<file path="src/rtl/regfile_dump_ctrl_if.sv">
// rtl/regfile_dump_ctrl_if.sv - register read port and dump stream bundle for regfile_dump_ctrl
interface regfile_dump_ctrl_if #(
  parameter int DATA_W = 32,
  parameter int ADDR_W = 5
);
  logic [ADDR_W-1:0] sel_r_a;
  logic [DATA_W-1:0] ra;
  logic [DATA_W-1:0] dout_data;
  logic [ADDR_W-1:0] dout_idx;
  logic              dout_valid;
  logic              dout_ready;

  // Sequencer side: drives the read index and the output stream
  modport master (
    output sel_r_a,
    input  ra,
    output dout_data,
    output dout_idx,
    output dout_valid,
    input  dout_ready
  );

  // Register file and stream consumer side
  modport slave (
    input  sel_r_a,
    output ra,
    input  dout_data,
    input  dout_idx,
    input  dout_valid,
    output dout_ready
  );
endinterface

</file>
<file path="src/rtl/regfile_dump_ctrl.sv">
// rtl/regfile_dump_ctrl.sv - debug sweep of register file read port A onto a valid/ready stream
module regfile_dump_ctrl #(
  parameter int DATA_W    = 32,
  parameter int ADDR_W    = 5,
  parameter int FIRST_REG = 0,
  parameter int LAST_REG  = 31
) (
  input  logic              clk_i,
  input  logic              rst_ni,
  input  logic              start_i,
  input  logic              abort_i,
  regfile_dump_ctrl_if.master bus,
  output logic              busy_o,
  output logic              done_o,
  output logic [DATA_W-1:0] checksum_o
);

  typedef enum logic [1:0] {
    S_IDLE,
    S_READ,
    S_HOLD,
    S_DONE
  } state_t;

  localparam logic [ADDR_W-1:0] FIRST_IDX = ADDR_W'(FIRST_REG);
  localparam logic [ADDR_W-1:0] LAST_IDX  = ADDR_W'(LAST_REG);

  state_t            state_q;
  logic [ADDR_W-1:0] sel_q;
  logic [DATA_W-1:0] data_q;
  logic [ADDR_W-1:0] idx_q;
  logic              valid_q;
  logic              busy_q;
  logic              done_q;
  logic [DATA_W-1:0] csum_q;

  // Sweep sequencer; abort outranks every other input, and all outputs are registered
  always_ff @(posedge clk_i or negedge rst_ni) begin
    if (!rst_ni) begin
      state_q <= S_IDLE;
      sel_q   <= FIRST_IDX;
      data_q  <= '0;
      idx_q   <= '0;
      valid_q <= 1'b0;
      busy_q  <= 1'b0;
      done_q  <= 1'b0;
      csum_q  <= '0;
    end else if (abort_i) begin
      // Partial checksum is kept so a debugger can still inspect it
      state_q <= S_IDLE;
      valid_q <= 1'b0;
      busy_q  <= 1'b0;
      done_q  <= 1'b0;
    end else begin
      case (state_q)
        S_IDLE: begin
          if (start_i) begin
            sel_q   <= FIRST_IDX;
            csum_q  <= '0;
            busy_q  <= 1'b1;
            state_q <= S_READ;
          end
        end
        S_READ: begin
          // sel_q has been on the read port for a full cycle, so ra is settled
          data_q  <= bus.ra;
          idx_q   <= sel_q;
          valid_q <= 1'b1;
          state_q <= S_HOLD;
        end
        S_HOLD: begin
          if (valid_q && bus.dout_ready) begin
            csum_q  <= csum_q + data_q;
            valid_q <= 1'b0;
            if (idx_q == LAST_IDX) begin
              done_q  <= 1'b1;
              state_q <= S_DONE;
            end else begin
              sel_q   <= sel_q + ADDR_W'(1);
              state_q <= S_READ;
            end
          end
        end
        S_DONE: begin
          done_q  <= 1'b0;
          busy_q  <= 1'b0;
          state_q <= S_IDLE;
        end
        default: begin
          state_q <= S_IDLE;
        end
      endcase
    end
  end

  assign bus.sel_r_a    = sel_q;
  assign bus.dout_data  = data_q;
  assign bus.dout_idx   = idx_q;
  assign bus.dout_valid = valid_q;
  assign busy_o         = busy_q;
  assign done_o         = done_q;
  assign checksum_o     = csum_q;

endmodule

</file>
<file path="src/flat_wrapper.sv">
// flat-port wrapper written by rule: the top's interface ports become plain ports
module regfile_dump_ctrl_flat 
#(
  parameter int DATA_W    = 32,
  parameter int ADDR_W    = 5,
  parameter int FIRST_REG = 0,
  parameter int LAST_REG  = 31
)
  (clk_i, rst_ni, start_i, abort_i, busy_o, done_o, checksum_o, bus_sel_r_a, bus_ra, bus_dout_data, bus_dout_idx, bus_dout_valid, bus_dout_ready);
  regfile_dump_ctrl_if #(.DATA_W(DATA_W), .ADDR_W(ADDR_W)) bus_i ();
  input  logic clk_i;
  input  logic rst_ni;
  input  logic start_i;
  input  logic abort_i;
  output logic busy_o;
  output logic done_o;
  output logic [DATA_W-1:0] checksum_o;
  output wire logic [$bits(bus_i.sel_r_a)-1:0] bus_sel_r_a;
  input wire logic [$bits(bus_i.ra)-1:0] bus_ra;
  output wire logic [$bits(bus_i.dout_data)-1:0] bus_dout_data;
  output wire logic [$bits(bus_i.dout_idx)-1:0] bus_dout_idx;
  output wire logic [$bits(bus_i.dout_valid)-1:0] bus_dout_valid;
  input wire logic [$bits(bus_i.dout_ready)-1:0] bus_dout_ready;
  assign bus_sel_r_a = bus_i.sel_r_a;
  assign bus_i.ra = bus_ra;
  assign bus_dout_data = bus_i.dout_data;
  assign bus_dout_idx = bus_i.dout_idx;
  assign bus_dout_valid = bus_i.dout_valid;
  assign bus_i.dout_ready = bus_dout_ready;
  regfile_dump_ctrl #(.DATA_W(DATA_W), .ADDR_W(ADDR_W), .FIRST_REG(FIRST_REG), .LAST_REG(LAST_REG)) u_core (.clk_i(clk_i), .rst_ni(rst_ni), .start_i(start_i), .abort_i(abort_i), .bus(bus_i), .busy_o(busy_o), .done_o(done_o), .checksum_o(checksum_o));
endmodule
</file>
<file path="config.mk">
export PLATFORM = sky130hd
export DESIGN_NAME = regfile_dump_ctrl_flat
export DESIGN_NICKNAME = d
export VERILOG_FILES = /design/src/rtl/regfile_dump_ctrl_if.sv /design/src/rtl/regfile_dump_ctrl.sv /design/src/flat_wrapper.sv
export SDC_FILE = /design/constraint.sdc
export NUM_CORES = 1
export LEC_CHECK = 0
export BUFFER_PORTS_ARGS = -buffer_cell sky130_fd_sc_hd__buf_2
export CORE_MARGIN = 2
export CORE_UTILIZATION = 54
export CTS_CLUSTER_DIAMETER = 50
export DETAILED_ROUTE_END_ITERATION = 10
export MAX_ROUTING_LAYER = met4
export PLACE_DENSITY_LB_ADDON = 0.25
export SYNTH_ARGS = -nofsm -noshare
export SYNTH_HDL_FRONTEND = slang
export SYNTH_SLANG_ARGS = --single-unit
</file>
<file path="constraint.sdc">
create_clock -name clk_i -period 2.85 [get_ports clk_i]
set_input_delay 0.855 -clock clk_i [delete_from_list [all_inputs] [get_ports clk_i]]
set_output_delay 0.855 -clock clk_i [all_outputs]
set_load 0.05 [all_outputs]
</file>
[Word-level counts from Yosys, hierarchy flattened]
Index checks and enable logic that the tools add are counted.
Storage, ports and cells
  input bits: 37
  flip-flop bits (word level): 79
  word-level logic and storage cells: 56
  output and inout port bits: 77
Operators by class
  add/sub/neg operators: 2
  bitwise operators: 1
  mux-type cells: 22
  equal/unequal tests: 10
  reductions and logical operators: 13
Operators by type and width (number)
  2-to-1 mux 32 bit: 2
  one-hot mux 32 bit (2 select lines): 1
  adder 32 bit: 1
  2-to-1 mux 5 bit: 3
  one-hot mux 5 bit (2 select lines): 1
  nonzero test 3 bit: 3
  2-to-1 mux 2 bit: 4
  one-hot mux 2 bit (4 select lines): 1
  AND reduction 2 bit: 4
  2-to-1 mux 1 bit: 7
  inequality test 3 x 2 -> 1 bit (second input constant): 2
  one-hot mux 1 bit (2 select lines): 3
  adder 5 x 1 -> 5 bit (second input constant): 1
  == test 5 bit (second input constant): 1
  AND reduction 5 bit: 1
  == test 2 bit (second input constant): 2
  inequality test 2 bit (second input constant): 2
  AND reduction 4 bit: 1
  inequality test 3 bit (second input constant): 1
  AND reduction 3 bit: 1
  == test 2 x 1 -> 1 bit (second input constant): 1
  logical NOT 2 bit: 1
  inequality test 2 x 1 -> 1 bit (second input constant): 1
  nonzero test 2 bit: 1
  2 further kinds: 2

[Logic depth before layout (Yosys ltp)]
Gate-level depths: netlist of the first run.
  word-level depth: 5
  depth in mapped cells: 11
  gate-level depth less buffers: 11

[Worst setup path before layout of the first run]
Ideal clock, no wire load.
  path type: flip-flop to flip-flop
  from: register u_core.csum_q[0], in the netlist u_core.checksum_o[0]
  to: register u_core.csum_q[28], in the netlist u_core.checksum_o[28]
  library setup time: 0.122 ns
  clock period less this slack: 2.883 ns
  setup slack: -0.033 ns
  data arrival time: 2.762 ns
  buffers on the path: 0
  cell stages (with the launch flop): 12
  required time: 2.728 ns
  cells stage by stage: dfrtp_1 > ha_1 > inv_1 > fa_1 > nor2b_4 > o31a_1 > o311a_4 > o211ai_4 > o21ai_2 > a31oi_4 > a21o_1 > a32o_1
On the way
  word-level cells in the longest chain between the ends: 3
RTL lines
  from (decl): line regfile_dump_ctrl.sv:35  | logic [DATA_W-1:0] csum_q;
  from (signal assigned): line regfile_dump_ctrl.sv:73  | csum_q <= csum_q + data_q;
  adder 32 bit: line regfile_dump_ctrl.sv:73
  2-to-1 mux 32 bit: line regfile_dump_ctrl.sv:72  | if (valid_q && bus.dout_ready) begin
  one-hot mux 32 bit (2 select lines): line regfile_dump_ctrl.sv:55  | case (state_q)
Every way passes these cells. The select of a mux whose other input is x is not followed.
A chain may end at the register's enable or synchronous reset.

[Worst setup path after layout of the first run]
  from: register u_core.data_q[0], in the netlist u_core.bus.dout_data[0]
  to: register u_core.csum_q[28], in the netlist u_core.checksum_o[28]
On the way
  word-level cells in the longest chain between the ends: 3
RTL lines
  from (decl): line regfile_dump_ctrl.sv:30  | logic [DATA_W-1:0] data_q;
  from (signal assigned): line regfile_dump_ctrl.sv:66  | data_q <= bus.ra;
  adder 32 bit: line regfile_dump_ctrl.sv:73
  2-to-1 mux 32 bit: line regfile_dump_ctrl.sv:72
  one-hot mux 32 bit (2 select lines): line regfile_dump_ctrl.sv:55
Every way passes these cells. The select of a mux whose other input is x is not followed.

==> results.json, run 1 <==
{
  "post-place-ws_ns": 0.104,
  "hold_path_depth": 2,
  "drc_errors": 0,
  "cts_tree": "done",
  "drive_gt1_frac": 0.329,
  "synth_edf_count": 0,
  "synth_area_leaders": "dfrtp_1 41%, mux2_2 8.5%, ha_1 8.4%, nand2_1 4.2%, o21ai_0 3.8%",
  "ant_nets": 0,
  "p_leak_nw": 2.85,
  "r2r-start": "u_core.bus.dout_data[0]",
  "wl_per_cell_um": 15.7,
  "r2r_slack_ns": 0.18,
  "vias": 4084,
  "mostFrequentLayoutCell": "buf_2",
  "gp_congestion": 0.873,
  "clockBufferDepth": 2,
  "dp_hpwl_um": 8190,
  "fin_setup_tns_ns": 0,
  "slowest_stage": "dfrtp_2",
  "yosysTopAreaCell": "dfrtp_1",
  "timing.reg2reg.worst_path_depth": 11,
  "pin_count": 114,
  "fin_crit_sh": 0.939,
  "port_buffers": 113,
  "yosysWarnings": 0,
  "synthXorXnorAreaFrac": 0.0421,
  "ys_ff_latch": 79,
  "dr.pass1.iters": 4,
  "hold_end": "u_core.checksum_o[2]",
  "drt_iter0_markers": 121,
  "startpoint_type": "flop",
  "r2r_end": "u_core.checksum_o[28]",
  "whs_ns": 0.508,
  "start_util": 0.554,
  "synth_fa_ha_area_frac": 0.0879,
  "vias_per_cell": 5.76,
  "setup_viol": 0,
  "die_y_um": 98.1,
  "top_layer": "met4",
  "core-area_mm2": 0.00864,
  "yosys.area_share.simple": 0.129,
  "antenna_cells": 0,
  "hp-class": "flop to flop",
  "first_global_vias": 4064,
  "synth_area_mm2": 0.00478,
  "finalHoldViolCount": 0,
  "synth_top_area_share": 0.413,
  "layoutNonFillerInstCount": 709,
  "regArea_mm2": 0.00198,
  "synth_compound_area_frac": 0.216,
  "crit_chain": "ha_2 -> inv_1 -> fa_2 -> nor2b_4 -> o31a_1 -> o311a_4 -> o211ai_4 -> o21ai_4 -> a31oi_4 -> nand3_1 -> a32o_1",
  "cts_made_buffers": 9,
  "wirelength_um": 11200,
  "max_stage_delay_ns": 0.42,
  "wl_met2_um": 5370,
  "clock_latency_ns": 0.36,
  "synth_cell_types": 60,
  "synth_top_family_by_area": "compound AO/OA/AOI/OAI gates",
  "gr-total-overflow": 0,
  "grt_max_degree": 51,
  "worst-setup-path-type": "flop to flop",
  "multiInputGateArea_mm2": 0.00270,
  "syn_inst": 482,
  "worstHoldStart": "u_core.checksum_o[2]",
  "syn_avg_cell_area_um2": 9.92,
  "cts_htree_levels": 3,
  "synth_async_sr_flop_share": 1.00,
  "grt_use_total": 0.250,
  "n_fill_cell": 728,
  "fmax_ghz": 0.374,
  "cp.arrival_ns": 2.92,
  "setup_slack_ns": 0.175,
  "power.density_mw_per_mm2": 676,
  "outcome": "finished, final reports clean",
  "finalMaxSlewViolations": 0,
  "syn2layout_area_growth_pct": 19.9,
  "cts_root_buf": "clkbuf_8",
  "cap_violations": 0,
  "die_area_mm2": 0.00963,
  "max-slew-margin-rel": 0.561,
  "layout_common_cells": "112 x buf_2, 77 x dfrtp_1, 53 x nand2_1",
  "cts.sinks": 79,
  "tightestPinTransition_ns": 0.658,
  "period_minus_slack_ns": 2.67,
  "die_x_um": 98.1,
  "rows": 34,
  "rsz0062_at_grt": "no",
  "drt-met1-wl_um": 5120,
  "wl_met3_um": 529,
  "nets": 666,
  "grt_pass1_wl_um": 19200,
  "ir_worst_vdd_uv": 371,
  "fin_skew_ns": 0.0109,
  "critPathMaxFanout": 5,
  "clk_pin_slew_ns": 0.10,
  "dp_cells": 691,
  "synth.area.mux_share": 0.0848,
  "crit_path_end_kind": "flop",
  "ys_seq_area_frac": 0.413,
  "critPathRequiredTime_ns": 3.10,
  "antenna_found_initial": 0,
  "synth_ff_type": "dfrtp_1",
  "syn_nets": 552
}
## final cells by class
cell class / instances / area share
well taps: 108 / 0.0236
repair buffers: 123 / 0.114
flip-flops and latches: 79 / 0.345
inverters: 14 / 0.00917
clock inverters: 7 / 0.0146
clock buffers: 9 / 0.0216
multi-input cells: 369 / 0.471
## report_power, final
| group | switching, W | leakage, nW | internal, W | total (W) |
|---|---|---|---|---|
| registers | 0.000142 | 1.03 | 0.00128 | 0.00142 |
| logic | 0.00107 | 1.72 | 0.000496 | 0.00156 |
| clock network | 0.000472 | 0.103 | 0.000422 | 0.000894 |
| total | 0.00168 | 2.85 | 0.00219 | 0.00387 |
## synth_stat cells (all sizes together), types with 8 or more instances
cell and number:
a21oi 28, xnor2 11, ha 32, nand2b 8, nor2 32, o21a 8, mux2 36, nand2 53
a21o 12, o21ai 40, clkbuf 17, inv 14, nor3 9, nand3 11, dfrtp 79, xor2 12
## metrics by stage
| stage | util | total power [W] | instance area, um^2 |
|---|---|---|---|
| after floorplan | - | 0.00262 | 4790 |
| after global placement | 0.637 | 0.00297 | 5500 |
| after detailed placement | 0.637 | 0.00300 | 5500 |
| after CTS | 0.661 | 0.00390 | 5710 |
| after global routing | 0.664 | 0.00409 | 5730 |
| final | 0.664 | 0.00387 | 5730 |
## sequential cells by signal, summed over array words and instances (netlist names)
signal	count
u_core.bus.dout_data	32
u_core.bus.dout_idx	5
u_core.bus.dout_valid	1
u_core.bus.sel_r_a	5
u_core.busy_o	1
u_core.checksum_o	32
u_core.done_o	1
u_core.state_q	2
## how the worst max path moves through the flow
| stage | start | end | slack [ns] | cells past startpoint |
|---|---|---|---|---|
| floorplan | u_core.bus.dout_data[1] | u_core.checksum_o[28] | 0.09 | 10 |
| CTS | u_core.bus.dout_data[0] | u_core.checksum_o[28] | 0.06 | 11 |
| detailed placement | u_core.bus.dout_data[0] | u_core.checksum_o[28] | 0.10 | 11 |
| global route | u_core.bus.dout_data[0] | u_core.checksum_o[16] | 0.05 | 12 |
| global placement | u_core.bus.dout_data[0] | u_core.checksum_o[28] | 0.21 | 11 |
| finish | u_core.bus.dout_data[0] | u_core.checksum_o[28] | 0.18 | 11 |
## logic make-up after synthesis
| kind of cell | count (synthesis) |
|---|---|
| AOI/OAI and AO/OA | 142 |
| xor gates and xnor gates | 23 |
| adders and majority gates | 33 |
| buffers and inverters | 34 |
| DFF | 79 |
| muxes | 36 |
| and+or+nand+nor | 135 |
## routing by layer
layer | vias to the layer above | track usage
met4 | 0 | 0.0588
met2 | 105 | 0.400
met3 | 11 | 0.0537
met1 | 1983 | 0.327
li1 | 1985 | -
met5 | - | -
## worst max-delay path, delay by kind of cell, from the launching register on
family	cells	cell delay, ns
compound gates	6	1.49
fa+ha+maj	2	0.43
buf+inv	1	0.08
flops	1	0.42
simple gates	2	0.14
## what timing repair did
| action | CTS | global route |
|---|---|---|
| setup buffers | 0 | 2 |
| hold buffers | 0 | 0 |
| resized for setup | 0 | 3 |
| setup endpoints to repair | 0 | 4 |
Note: power is estimated with default switching activity, not from simulation.
==> inputs of run 2 (changes only) <==
Settings changed: BUFFER_PORTS_ARGS -buffer_cell sky130_fd_sc_hd__buf_2 to -buffer_cell sky130_fd_sc_hd__clkbuf_2, CORE_UTILIZATION 54 to 59, SKIP_LAST_GASP set to 1.
Clock period 2.85 ns to 3.4 ns, I/O delays scaled along.
==> run 2 against run 1 <==
  * Worst setup slack better by 0.42 ns
  * Via count grew 0.76%
  * Sequential share of layout area grew 0.25 points
  * Final cell count is 1.7% lower
  * Flip-flop and latch count stayed put
  * Clock skew shrank 0.0019 ns
  * Non-clock buffer count down 6
  * Global-route usage rose by 2.9 points
  * Clock power is 11% lower
  * First-iteration DRC count increased by 110%
  * Total power fell by 15%
  * Critical path depth unchanged
  * Largest cell class unchanged
==> results.json, run 2 (synthesized netlist as in run 1, its figures left out) <==
{
  "tightestPinTransition_ns": 0.981,
  "port_buffers": 113,
  "ir_worst_vdd_uv": 305,
  "vias_per_cell": 5.90,
  "wirelength_um": 11500,
  "cp.arrival_ns": 3.02,
  "outcome": "finished, final reports clean",
  "drt_iter0_markers": 252,
  "post-place-ws_ns": 0.649,
  "cts_made_buffers": 9,
  "critPathMaxFanout": 5,
  "hp-class": "flop to flop",
  "clk_pin_slew_ns": 0.09,
  "pin_count": 114,
  "cts_tree": "done",
  "critPathTopFamily": "compound AO/OA/AOI/OAI gates",
  "post-cts-setup-buffer-count": 0,
  "p_sw_frac": 0.425,
  "slowest_stage": "dfrtp_1",
  "cap_violations": 0,
  "p_clk_frac": 0.242,
  "die_y_um": 94.0,
  "clock_latency_ns": 0.36,
  "fin_setup_tns_ns": 0,
  "dp_hpwl_um": 8330,
  "mostFrequentLayoutCell": "clkbuf_2",
  "r2r_slack_ns": 0.59,
  "antenna_found_initial": 0,
  "fin_skew_ns": 0.00895,
  "p_int_w": 0.00190,
  "power.switching_w": 0.00140,
  "finalMaxSlewViolations": 0,
  "fin_crit_sh": 0.826,
  "die_area_mm2": 0.00884,
  "ant_nets": 0,
  "clockBufferDepth": 2,
  "setup_viol": 0,
  "power.density_mw_per_mm2": 581,
  "drive_gt1_frac": 0.316,
  "critPathRequiredTime_ns": 3.62,
  "n_fill_cell": 612,
  "crit_path_end_kind": "flop",
  "cts.sinks": 79,
  "core-area_mm2": 0.00781,
  "rows": 32,
  "first_global_vias": 4053,
  "antenna_cells": 0,
  "ctsResizeCount": 0,
  "multiInputGateArea_mm2": 0.00269,
  "layout_common_cells": "112 x clkbuf_2, 79 x dfrtp_1, 53 x nand2_1",
  "syn2layout_area_growth_pct": 18.8,
  "period_minus_slack_ns": 2.81,
  "cts_hold_buf": 0,
  "fmax_ghz": 0.356,
  "crit_chain": "ha_1 -> inv_1 -> fa_1 -> nor2b_4 -> o31a_1 -> o311a_4 -> o211ai_4 -> o21ai_2 -> a31oi_1 -> xor2_1 -> o21ai_0",
  "finalHoldViolCount": 0,
  "worst-setup-path-type": "flop to flop",
  "rsz0062_at_grt": "no",
  "wl_per_cell_um": 16.4,
  "start_util": 0.613,
  "finalPower_w": 0.00330,
  "max_stage_delay_ns": 0.41,
  "startpoint_type": "flop",
  "nets": 660,
  "cts_htree_levels": 3,
  "vias": 4115,
  "gr-total-overflow": 0,
  "setup_slack_ns": 0.593,
  "grt_max_degree": 80,
  "grt_pass1_wl_um": 19000,
  "grt_use_total": 0.278,
  "regArea_mm2": 0.00198,
  "drc_errors": 0,
  "p_leak_nw": 2.80,
  "die_x_um": 94.0,
  "cts_root_buf": "clkbuf_8",
  "crit_buf_inv": 1,
  "power.share.sequential": 0.360,
  "dr.pass1.iters": 4,
  "gp_congestion": 0.886,
  "combPwrFrac": 0.397,
  "max-slew-margin-rel": 0.346
}
[run 2: changes by cell type in the layout (fill, tap and decap cells not counted), sizes merged]
cell / before / now
buf: 123 / 5
bufinv: 1 / 2
inv: 18 / 17
clkbuf: 9 / 121
[run 2: path summary, 6_finish.rpt]
kind | cells after the start | endpoint | from
max | 11 | u_core.checksum_o[24] | u_core.bus.dout_data[0]
min | 2 | u_core.checksum_o[2] | u_core.checksum_o[2]
max reg2reg | 11 | u_core.checksum_o[24] | u_core.bus.dout_data[0]
min reg2reg | 2 | u_core.checksum_o[2] | u_core.checksum_o[2]
max in group asynchronous | 1 | u_core.bus.dout_data[25] | rst_ni
min in group asynchronous | 1 | u_core.bus.dout_idx[0] | rst_ni
[run 2: final cells by class]
class	instances	area share
multi-input combinational	369	0.473
sequential	79	0.348
timing repair buffer	117	0.107
tap	102	0.0225
clock buffer	9	0.0218
clock inverter	7	0.0180
inverter	14	0.00924
[run 2: worst min-delay path: cells and delay by family, from the launching register on]
kind / cells / cell delay [ns]
DFF: 1 / 0.37
and+or+nand+nor: 1 / 0.06
AOI/OAI and AO/OA: 1 / 0.05
[run 2: power groups by stage]
stage / registers (W) / clock network (W) / logic, W
3_5_place_dp: 0.00121 / 0 / 0.00130
4_1_cts: 0.00119 / 0.000812 / 0.00131
3_3_place_gp: 0.00120 / 0 / 0.00128
5_1_grt: 0.00121 / 0.000854 / 0.00140
2_1_floorplan: 0.00163 / 0 / 0.000564
6_report: 0.00119 / 0.000800 / 0.00131
[run 2: per-layer routing]
layer | vias up | GRT usage | wire (um)
met5 | - | - | 0
met4 | 0 | 0.0966 | 200
met3 | 19 | 0.0377 | 619
met2 | 155 | 0.453 | 5590
met1 | 1965 | 0.361 | 5050
li1 | 1976 | - | -
[run 2: per-stage QoR]
step           cell area (um^2)   util  hold slack [ns]  instances
2_1_floorplan              4780      -            0.530        482
3_3_place_gp               5460  0.699            0.495        681
3_5_place_dp               5460  0.699            0.496        681
4_1_cts                    5680  0.728            0.515        697
5_1_grt                    5680  0.728            0.560        697
6_report                   5680  0.728            0.512        697
==> inputs of run 3 (changes only) <==
Settings changed: CORE_UTILIZATION 59 to 49.
Clock period 3.4 ns to 2.3 ns, I/O delays scaled along.
==> run 3 against run 2 <==
  * The run now ends with negative setup slack left
  * Register-to-register slack lost 0.84 ns
  * Global-route usage shrank 2.6 points
  * Die area grew 19%
  * Count of clock-buffer cells in the layout grew 1
  * Cell area grew 13%
  * Via count grew 5.7%
  * Largest cell class unchanged
==> results.json, run 3 (synthesized netlist as in run 1, its figures left out) <==
{
  "power.density_mw_per_mm2": 785,
  "rows": 36,
  "tightestPinTransition_ns": 0.485,
  "fin_setup_tns_ns": -2.35,
  "wl_per_cell_um": 15.7,
  "antenna_found_initial": 0,
  "dp_hpwl_um": 9270,
  "die_x_um": 103,
  "hp-class": "input pin to async pin",
  "syn2layout_area_growth_pct": 34.1,
  "drt_iter0_markers": 155,
  "cts_root_buf": "clkbuf_8",
  "finalHoldViolCount": 0,
  "vias_per_cell": 5.47,
  "fin_skew_ns": 0.0117,
  "wirelength_um": 12500,
  "outcome": "complete, but fails checks",
  "cts_tree": "done",
  "gr-total-overflow": 0,
  "dr.pass1.iters": 4,
  "port_buffers": 113,
  "ir_worst_vdd_uv": 505,
  "gp_congestion": 0.889,
  "violations": "negative setup slack",
  "post-place-ws_ns": -0.270,
  "cp.arrival_ns": 2.80,
  "core-area_mm2": 0.00964,
  "rsz0062_at_grt": "yes",
  "drc_errors": 0,
  "first_global_vias": 4313,
  "pin_count": 114,
  "die_area_mm2": 0.0106,
  "whs_ns": 0.278,
  "grt_use_total": 0.253,
  "crit_path_end_kind": "flop",
  "critPathMaxFanout": 3,
  "cts_made_buffers": 9,
  "cap_violations": 0,
  "clk_pin_slew_ns": 0.08,
  "dpl-instance-area_mm2": 0.00609,
  "setup_viol": 15,
  "cts.sinks": 79,
  "clockBufferDepth": 2,
  "vias": 4348,
  "start_util": 0.496,
  "finalMaxSlewViolations": 0,
  "fmax_ghz": 0.392,
  "grt_pass1_wl_um": 20400,
  "cts_htree_levels": 3,
  "grt_max_degree": 39,
  "antenna_cells": 0,
  "setup_slack_ns": -0.252,
  "mostFrequentLayoutCell": "clkbuf_2",
  "cts_hold_buf": 0,
  "period_minus_slack_ns": 2.55,
  "layout_common_cells": "112 x clkbuf_2, 65 x buf_4, 53 x nand2_1, 53 x dfrtp_1, 36 x mux2_2",
  "worst-setup-path-type": "flop to flop",
  "max-slew-margin-rel": 0.676,
  "die_y_um": 103,
  "critPathRequiredTime_ns": 2.55,
  "fin_crit_sh": 1.11,
  "postLayoutCoreUtil": 0.665,
  "ant_nets": 0,
  "fin_area_mm2": 0.00641,
  "clock_latency_ns": 0.37,
  "drive_gt1_frac": 0.455,
  "p_leak_nw": 3.12,
  "nets": 727,
  "startpoint_type": "flop"
}
[run 3: path summary, 6_finish.rpt]
kind,from,end,slack [ns],depth (start not counted)
max,u_core.checksum_o[0],u_core.checksum_o[26],-0.25,11
min in group clk_i,u_core.checksum_o[12],u_core.checksum_o[12],0.52,2
max in group asynchronous,rst_ni,u_core.bus.dout_data[18],1.44,2
min reg2reg,u_core.checksum_o[12],u_core.checksum_o[12],0.52,2
max reg2reg,u_core.checksum_o[0],u_core.checksum_o[26],-0.25,11
min,rst_ni,u_core.bus.dout_idx[0],0.28,1
[run 3: timing repair]
action | CTS | global route
pin swaps | 5 | 10
gates resized for setup | 5 | 16
setup buffers | 4 | 2
setup endpoints to repair | 14 | 20
[run 3: area by class of cell]
type	instances	area (um^2)
fillers	815	3230
multi-input cells	369	2850
flip-flops and latches	79	2010
repair buffers	184	1140
well taps	133	166
clock buffers	10	128
clock inverters	6	62.6
inverters	14	52.6
[run 3: routing by layer]
metal / global-route usage / vias to the layer above / wire, um
met1: 0.320 / 2109 / 5500
met5: - / - / 0
met4: 0.0739 / 0 / 136
met3: 0.0400 / 12 / 553
met2: 0.420 / 124 / 6290
li1: - / 2103 / -
[run 3: where the power goes]
| group | switching (W) | internal, W |
|---|---|---|
| Combinational | 0.00143 | 0.000800 |
| Sequential | 0.000185 | 0.00159 |
| Clock | 0.000529 | 0.000500 |
| Total | 0.00214 | 0.00289 |
[run 3: critical path, cell delays in order, from the launching register on]
cell      delay (ns)
dfrtp_2         0.43
ha_4            0.17
inv_2           0.05
fa_2            0.23
nor2b_4         0.05
o31a_1          0.29
o311a_4         0.33
o211ai_4        0.25
o211ai_1        0.15
a31oi_1         0.23
xor2_1          0.17
o21ai_1         0.07
[run 3: metrics by stage]
stage | cells | total power [W]
after floorplan | 482 | 0.00330
after global placement | 773 | 0.00393
after detailed placement | 773 | 0.00397
after CTS | 793 | 0.00502
after global routing | 795 | 0.00532
final | 795 | 0.00503
